===== config.mk =====
export PLATFORM = sky130hd
export DESIGN_NAME = sha256_msg_schedule_flat
export DESIGN_NICKNAME = d
export VERILOG_FILES = /design/src/rtl/sha256_pkg.sv /design/src/rtl/sha256_msg_schedule_if.sv /design/src/rtl/sha256_w_next.sv /design/src/rtl/sha256_msg_schedule.sv /design/src/flat_wrapper.sv
export SDC_FILE = /design/constraint.sdc
export NUM_CORES = 1
export LEC_CHECK = 0
export ABC_AREA = 0
export BUFFER_PORTS_ARGS = -buffer_cell sky130_fd_sc_hd__buf_2
export CORE_MARGIN = 2
export CORE_UTILIZATION = 61
export DETAILED_ROUTE_END_ITERATION = 10
export GPL_ROUTABILITY_DRIVEN = 0
export PLACE_DENSITY_LB_ADDON = 0.25
export SKIP_LAST_GASP = 1
export SLEW_MARGIN = 20
export SYNTH_ARGS = -nofsm -noshare
export SYNTH_HDL_FRONTEND = slang
export SYNTH_SLANG_ARGS = --single-unit

===== constraint.sdc =====
create_clock -name clk -period 7.4 [get_ports clk]
set_input_delay 0.37 -clock clk [delete_from_list [all_inputs] [get_ports clk]]
set_output_delay 0.37 -clock clk [all_outputs]
set_load 0.005 [all_outputs]

===== src/rtl/sha256_pkg.sv =====
// Shared SHA-256 constants and the small sigma functions used by schedule and compression.
package sha256_pkg;

  localparam int unsigned WORD_W         = 32;
  localparam int unsigned BLOCK_W        = 512;
  localparam int unsigned WINDOW         = BLOCK_W / WORD_W;
  localparam int unsigned ROUNDS_DEFAULT = 64;

  // Rotate/shift amounts for the message-schedule sigma functions
  localparam int unsigned S0_ROT_A = 7;
  localparam int unsigned S0_ROT_B = 18;
  localparam int unsigned S0_SHR   = 3;
  localparam int unsigned S1_ROT_A = 17;
  localparam int unsigned S1_ROT_B = 19;
  localparam int unsigned S1_SHR   = 10;

  typedef logic [WORD_W-1:0] word_t;

  // Rotate right by a constant amount in 1..WORD_W-1
  function automatic word_t rotr(input word_t x, input int unsigned n);
    return (x >> n) | (x << (WORD_W - n));
  endfunction

  function automatic word_t sigma0(input word_t x);
    return rotr(x, S0_ROT_A) ^ rotr(x, S0_ROT_B) ^ (x >> S0_SHR);
  endfunction

  function automatic word_t sigma1(input word_t x);
    return rotr(x, S1_ROT_A) ^ rotr(x, S1_ROT_B) ^ (x >> S1_SHR);
  endfunction

endpackage


===== src/rtl/sha256_msg_schedule_if.sv =====
// Control/data bundle between the control unit and the message scheduler.
interface sha256_msg_schedule_if
  import sha256_pkg::*;
#(
  parameter int unsigned RND_W = 6
);

  logic               i_load;
  logic [BLOCK_W-1:0] i_block;
  logic               i_cnt_en;
  word_t              o_w;
  logic [RND_W-1:0]   o_round;
  logic               o_valid;
  logic               o_last;

  modport master (
    output i_load, i_block, i_cnt_en,
    input  o_w, o_round, o_valid, o_last
  );

  modport slave (
    input  i_load, i_block, i_cnt_en,
    output o_w, o_round, o_valid, o_last
  );

endinterface


===== src/rtl/sha256_w_next.sv =====
// Combinational W_{t+16} from the four window taps it depends on.
module sha256_w_next
  import sha256_pkg::*;
(
  input  word_t w0,
  input  word_t w1,
  input  word_t w9,
  input  word_t w14,
  output word_t w16_c
);

  // Modular 32-bit sum; carries fall off the top
  assign w16_c = sigma1(w14) + w9 + sigma0(w1) + w0;

endmodule


===== src/rtl/sha256_msg_schedule.sv =====
// SHA-256 message schedule: 16-word sliding window producing one W_t per enabled cycle.
module sha256_msg_schedule
  import sha256_pkg::*;
#(
  parameter int unsigned ROUNDS = ROUNDS_DEFAULT,
  parameter int unsigned RND_W  = 6
)(
  input logic                  clk,
  input logic                  reset_n,
  sha256_msg_schedule_if.slave bus
);

  typedef logic [WINDOW-1:0][WORD_W-1:0] window_t;

  localparam logic [RND_W-1:0] LAST_RND = RND_W'(ROUNDS - 1);

  window_t          win_q, win_n;
  logic [RND_W-1:0] round_q, round_n;
  logic             valid_q, valid_n;
  logic             last_q, last_n;
  word_t            w16_c;

  sha256_w_next u_w_next (
    .w0    (win_q[0]),
    .w1    (win_q[1]),
    .w9    (win_q[9]),
    .w14   (win_q[14]),
    .w16_c (w16_c)
  );

  // Next-state: load beats everything; advance, saturate, hold or abort otherwise
  always_comb begin
    win_n   = win_q;
    round_n = round_q;
    valid_n = valid_q;

    if (bus.i_load) begin
      for (int k = 0; k < WINDOW; k++) begin
        win_n[k] = bus.i_block[BLOCK_W - 1 - k * WORD_W -: WORD_W];
      end
      round_n = '0;
      valid_n = 1'b1;
    end else if (valid_q) begin
      if (bus.i_cnt_en) begin
        // At the last round the window and index saturate, like the counter
        if (round_q != LAST_RND) begin
          for (int k = 0; k < WINDOW - 1; k++) begin
            win_n[k] = win_q[k + 1];
          end
          win_n[WINDOW - 1] = w16_c;
          round_n           = round_q + RND_W'(1);
        end
      end else if (round_q != '0) begin
        // Enable dropped after advancing: block ends, counter has cleared
        valid_n = 1'b0;
        round_n = '0;
      end
    end

    // Registered flag computed from next state so it lines up with o_round
    last_n = valid_n && (round_n == LAST_RND);
  end

  // State register with asynchronous clear
  always_ff @(posedge clk or negedge reset_n) begin
    if (!reset_n) begin
      win_q   <= '0;
      round_q <= '0;
      valid_q <= 1'b0;
      last_q  <= 1'b0;
    end else begin
      win_q   <= win_n;
      round_q <= round_n;
      valid_q <= valid_n;
      last_q  <= last_n;
    end
  end

  assign bus.o_w     = win_q[0];
  assign bus.o_round = round_q;
  assign bus.o_valid = valid_q;
  assign bus.o_last  = last_q;

endmodule


===== src/flat_wrapper.sv =====
// flat-port wrapper written by rule: the top's interface ports become plain ports
module sha256_msg_schedule_flat import sha256_pkg::*;
#(
  parameter int unsigned ROUNDS = ROUNDS_DEFAULT,
  parameter int unsigned RND_W  = 6
)
  (clk, reset_n, bus_i_load, bus_i_block, bus_i_cnt_en, bus_o_w, bus_o_round, bus_o_valid, bus_o_last);
  sha256_msg_schedule_if #(.RND_W(RND_W)) bus_i ();
  input logic clk;
  input logic reset_n;
  input wire logic [$bits(bus_i.i_load)-1:0] bus_i_load;
  input wire logic [$bits(bus_i.i_block)-1:0] bus_i_block;
  input wire logic [$bits(bus_i.i_cnt_en)-1:0] bus_i_cnt_en;
  output wire logic [$bits(bus_i.o_w)-1:0] bus_o_w;
  output wire logic [$bits(bus_i.o_round)-1:0] bus_o_round;
  output wire logic [$bits(bus_i.o_valid)-1:0] bus_o_valid;
  output wire logic [$bits(bus_i.o_last)-1:0] bus_o_last;
  assign bus_i.i_load = bus_i_load;
  assign bus_i.i_block = bus_i_block;
  assign bus_i.i_cnt_en = bus_i_cnt_en;
  assign bus_o_w = bus_i.o_w;
  assign bus_o_round = bus_i.o_round;
  assign bus_o_valid = bus_i.o_valid;
  assign bus_o_last = bus_i.o_last;
  sha256_msg_schedule #(.ROUNDS(ROUNDS), .RND_W(RND_W)) u_core (.clk(clk), .reset_n(reset_n), .bus(bus_i));
endmodule

==> results.json <==
{
  "status": "completed",
  "clkPwrFrac_pct": 22.3,
  "post_cts_buffers": 0,
  "endpoint": "u_core.win_q[511]",
  "worstPathMaxFanout": 5,
  "h-tree-depth": 2,
  "start_kind": "flop",
  "clockBufferDepth": 3,
  "switching_share_pct": 42.9,
  "numCtsBuffers": 54,
  "reg2reg_to": "u_core.win_q[511]",
  "finalSetupTns_ns": 0,
  "drtIter0Drc": 3410,
  "grt_overflow": 0,
  "grt_first_pass_wirelength_um": 160000,
  "worst_ep_arrival_time_ns": 5.27,
  "dp.final_hpwl_um": 73900,
  "path_depth": 17,
  "cp_cell_sequence": "xnor2_1, xnor2_1, fa_1, inv_1, fa_1, inv_1, ha_1, inv_1, fa_1, nor2b_1, o21ai_1, a21boi_2, o2111ai_1, o31a_1, o31ai_4, a21oi_1, a211o_1",
  "startpoint": "u_core.win_q[468]",
  "vias": 26500,
  "synth_xor_area_share_pct": 4.52,
  "routed_via_density": 6.22,
  "grt_pass1_vias": 26400,
  "syn_inst": 2930,
  "cts-root-buf": "clkbuf_16",
  "crit_required_ns": 7.87,
  "cp-end-kind": "flop",
  "synth_adder_area_share_pct": 5.85,
  "synth_top_family_by_area": "multiplexers",
  "ys.flop_type": "dfrtp_1",
  "critPathTopFamily": "compound AO/OA/AOI/OAI gates",
  "setup_violations": 0,
  "seqPwrFrac_pct": 29.1,
  "ant_nets": 0,
  "avgRoutedWirePerCell_um": 26.1,
  "slew_violations": 0,
  "clkLatencyLatePin_ns": 0.62,
  "dp_cells": 3838,
  "fmax_mhz": 209,
  "grt_usage_pct": 45.6,
  "drv_cap": 0,
  "r2r_setup_slack_ns": 2.61,
  "p_int_uw": 7430,
  "cpMaxStageDelayCell": "fa_1",
  "cts_tree": "done",
  "syn2layout_area_growth_pct": 27.1,
  "path_clk_slew_ns": 0.06,
  "syn-cell-area_mm2": 0.0283,
  "switchingPower_uw": 5590,
  "fin_crit_ns": 4.79,
  "dieWidth_um": 219,
  "drt_wl_total_um": 111000,
  "yosys.area_share.simple_pct": 8.97,
  "slew_headroom_pct": 25.3,
  "synthArstFlopShare_pct": 100,
  "floorplan.initialDensity_pct": 62.1,
  "power_leakage_uw": 0.0179,
  "finalCritPeriodShare_pct": 64.8,
  "hold_start": "bus_i_block[36]",
  "syn_nets": 3541,
  "drive_above_1_share_pct": 18.0,
  "ys_ff_latch": 520,
  "synth_cell_types": 50,
  "slowest_delay_ns": 0.49,
  "rsz0062_at_grt": "no",
  "grt_max_degree": 292,
  "synth_seq_area_share_pct": 46.0,
  "antenna_found_initial": 6,
  "nets": 4226,
  "die_area_mm2": 0.0481,
  "ys.warnings.count": 0,
  "layout.cells.non_filler": 4262,
  "worstMarginPinSlew_ns": 1.12,
  "reg2reg_from": "u_core.win_q[468]",
  "ir_drop_mv": 0.345,
  "dr.pass1.iters": 7,
  "worstHoldPathType": "primary input to flop",
  "fp.dieH_um": 219,
  "timing.final.hold_violations": 0,
  "synth-compound-area-share_pct": 12.3,
  "ios": 556,
  "crit_type": "flop to flop",
  "avgSynthCellArea_um2": 9.65,
  "seqCellArea_mm2": 0.0130,
  "p_comb_share_pct": 48.7,
  "crit_buf_inv": 3,
  "reg2reg_depth": 17,
  "synth-edff-count": 0,
  "rows": 78,
  "drc": 0,
  "fillerInstances": 2741,
  "utilization_pct": 78.9,
  "fin_worst_skew_ns": 0.0340,
  "clock_sinks": 520,
  "multi_input_area_mm2": 0.0136,
  "synthMuxAreaShare_pct": 16.3,
  "io_buffers": 555,
  "coreArea_mm2": 0.0456,
  "cellPowerDensity_mw_per_mm2": 362
}
==> stage by stage <==
step                      instance area (um^2)  setup slack (ns)  total power [uW]  hold slack (ns)
after floorplan                          28300              3.36              7740           0.0744
after global placement                   30900              2.96              9320            0.481
after detailed placement                 30900              2.79              9600            0.487
after CTS                                35900              2.78             12600        0.0000428
after global routing                     35900              2.53             13600          0.00837
final                                    36000              2.61             13000          0.00816
==> power groups by stage <==
stage / sequential (uW) / clock, uW / combinational (uW)
2_1_floorplan: 3480 / 0 / 4260
3_3_place_gp: 3750 / 0 / 5570
3_5_place_dp: 3770 / 0 / 5830
4_1_cts: 3730 / 2870 / 6040
5_1_grt: 3780 / 3010 / 6780
6_report: 3780 / 2900 / 6340
==> cell usage in the layout, fill, tap and decap left out, drive strengths merged, types with 3 or more instances in the layout <==
cell type,synthesis,final
nor3,6,6
fa,62,62
nand4,7,7
mux2i,459,459
bufinv,0,6
nand3b,3,3
diode,0,4
o31ai,3,3
ha,33,33
o21a,3,3
a211oi,6,6
o21bai,9,9
nor3b,3,3
nor4,4,4
nand3,8,8
a21o,9,9
and3,3,3
a21oi,85,85
nor2b,3,3
clkinv,0,7
nand2,538,538
o221ai,6,6
nor2,59,59
a211o,3,3
dlygate4sd3,0,321
dfrtp,520,520
nand2b,5,5
buf,84,568
o2111ai,3,3
clkbuf,176,82
xor2,26,26
and2,3,3
xnor2,120,120
o21ai,518,518
inv,146,148
==> state kept, by name (all words and copies together) (netlist names) <==
register / flops
u_core.bus.o_last: 1
u_core.bus.o_round: 6
u_core.bus.o_valid: 1
u_core.bus.o_w: 32
u_core.win_q: 480
==> layer usage <==
metal	global-route usage, %	wire length (um)
met5	0	27
met3	11.9	12900
met2	68.5	49000
met4	37.2	10600
met1	55.5	38800
==> Yosys cell counts, types with 6 or more instances <==
cell / count / area share, %
o21bai_1: 9 / 0.24
nor3_1: 6 / 0.11
nand4_1: 7 / 0.15
nor2_1: 59 / 0.78
o21ai_0: 511 / 9.0
inv_1: 146 / 1.9
buf_4: 32 / 0.85
dfrtp_1: 520 / 46
a21o_1: 9 / 0.24
mux2i_1: 459 / 16
xor2_1: 26 / 0.81
o21ai_1: 7 / 0.12
fa_1: 62 / 4.4
clkbuf_1: 176 / 2.3
buf_2: 51 / 0.90
xnor2_1: 120 / 3.7
nand3_1: 8 / 0.14
nand2_1: 538 / 7.1
ha_1: 33 / 1.5
o221ai_1: 6 / 0.19
a21oi_1: 85 / 1.5
==> logic make-up after synthesis <==
family                     after synthesis
AOI/OAI and AO/OA                      657
and+or+nand+nor                        645
DFF                                    520
muxes                                  461
buffers and inverters                  406
xor gates and xnor gates               146
adders and majority gates               95
==> timing repair <==
action | CTS | global route
endpoints found under the setup margin | 0 | 0
gates resized for setup | 0 | 0
endpoints found under the hold margin | 421 | 0
hold buffers | 321 | 0
==> tightest hold or removal path, delay by kind of cell <==
family	cells	cell delay, ns
buffers and inverters	1	0.08
AND/OR/NAND/NOR	1	0.05
AO/OA/AOI/OAI	1	0.06
==> worst min-delay path by stage <==
stage                        endpoint  cells past startpoint  slack (ns)
detailed placement   u_core.win_q[86]                      1        0.49
finish              u_core.win_q[452]                      3       0.008
global route        u_core.win_q[297]                      3       0.008
global placement     u_core.win_q[86]                      1        0.48
CTS                 u_core.win_q[488]                      3     0.00004
floorplan           u_core.bus.o_last                      0        0.07
==> area by class of cell <==
class / instances / share of cell area [%]
repair buffers: 889 / 17.3
clock inverters: 17 / 0.706
diodes: 4 / 0.0278
inverters: 146 / 1.52
flip-flops and latches: 520 / 36.2
well taps: 600 / 2.09
multi-input cells: 2004 / 37.8
clock buffers: 82 / 4.42
Note: power is estimated with default switching activity, not from simulation.
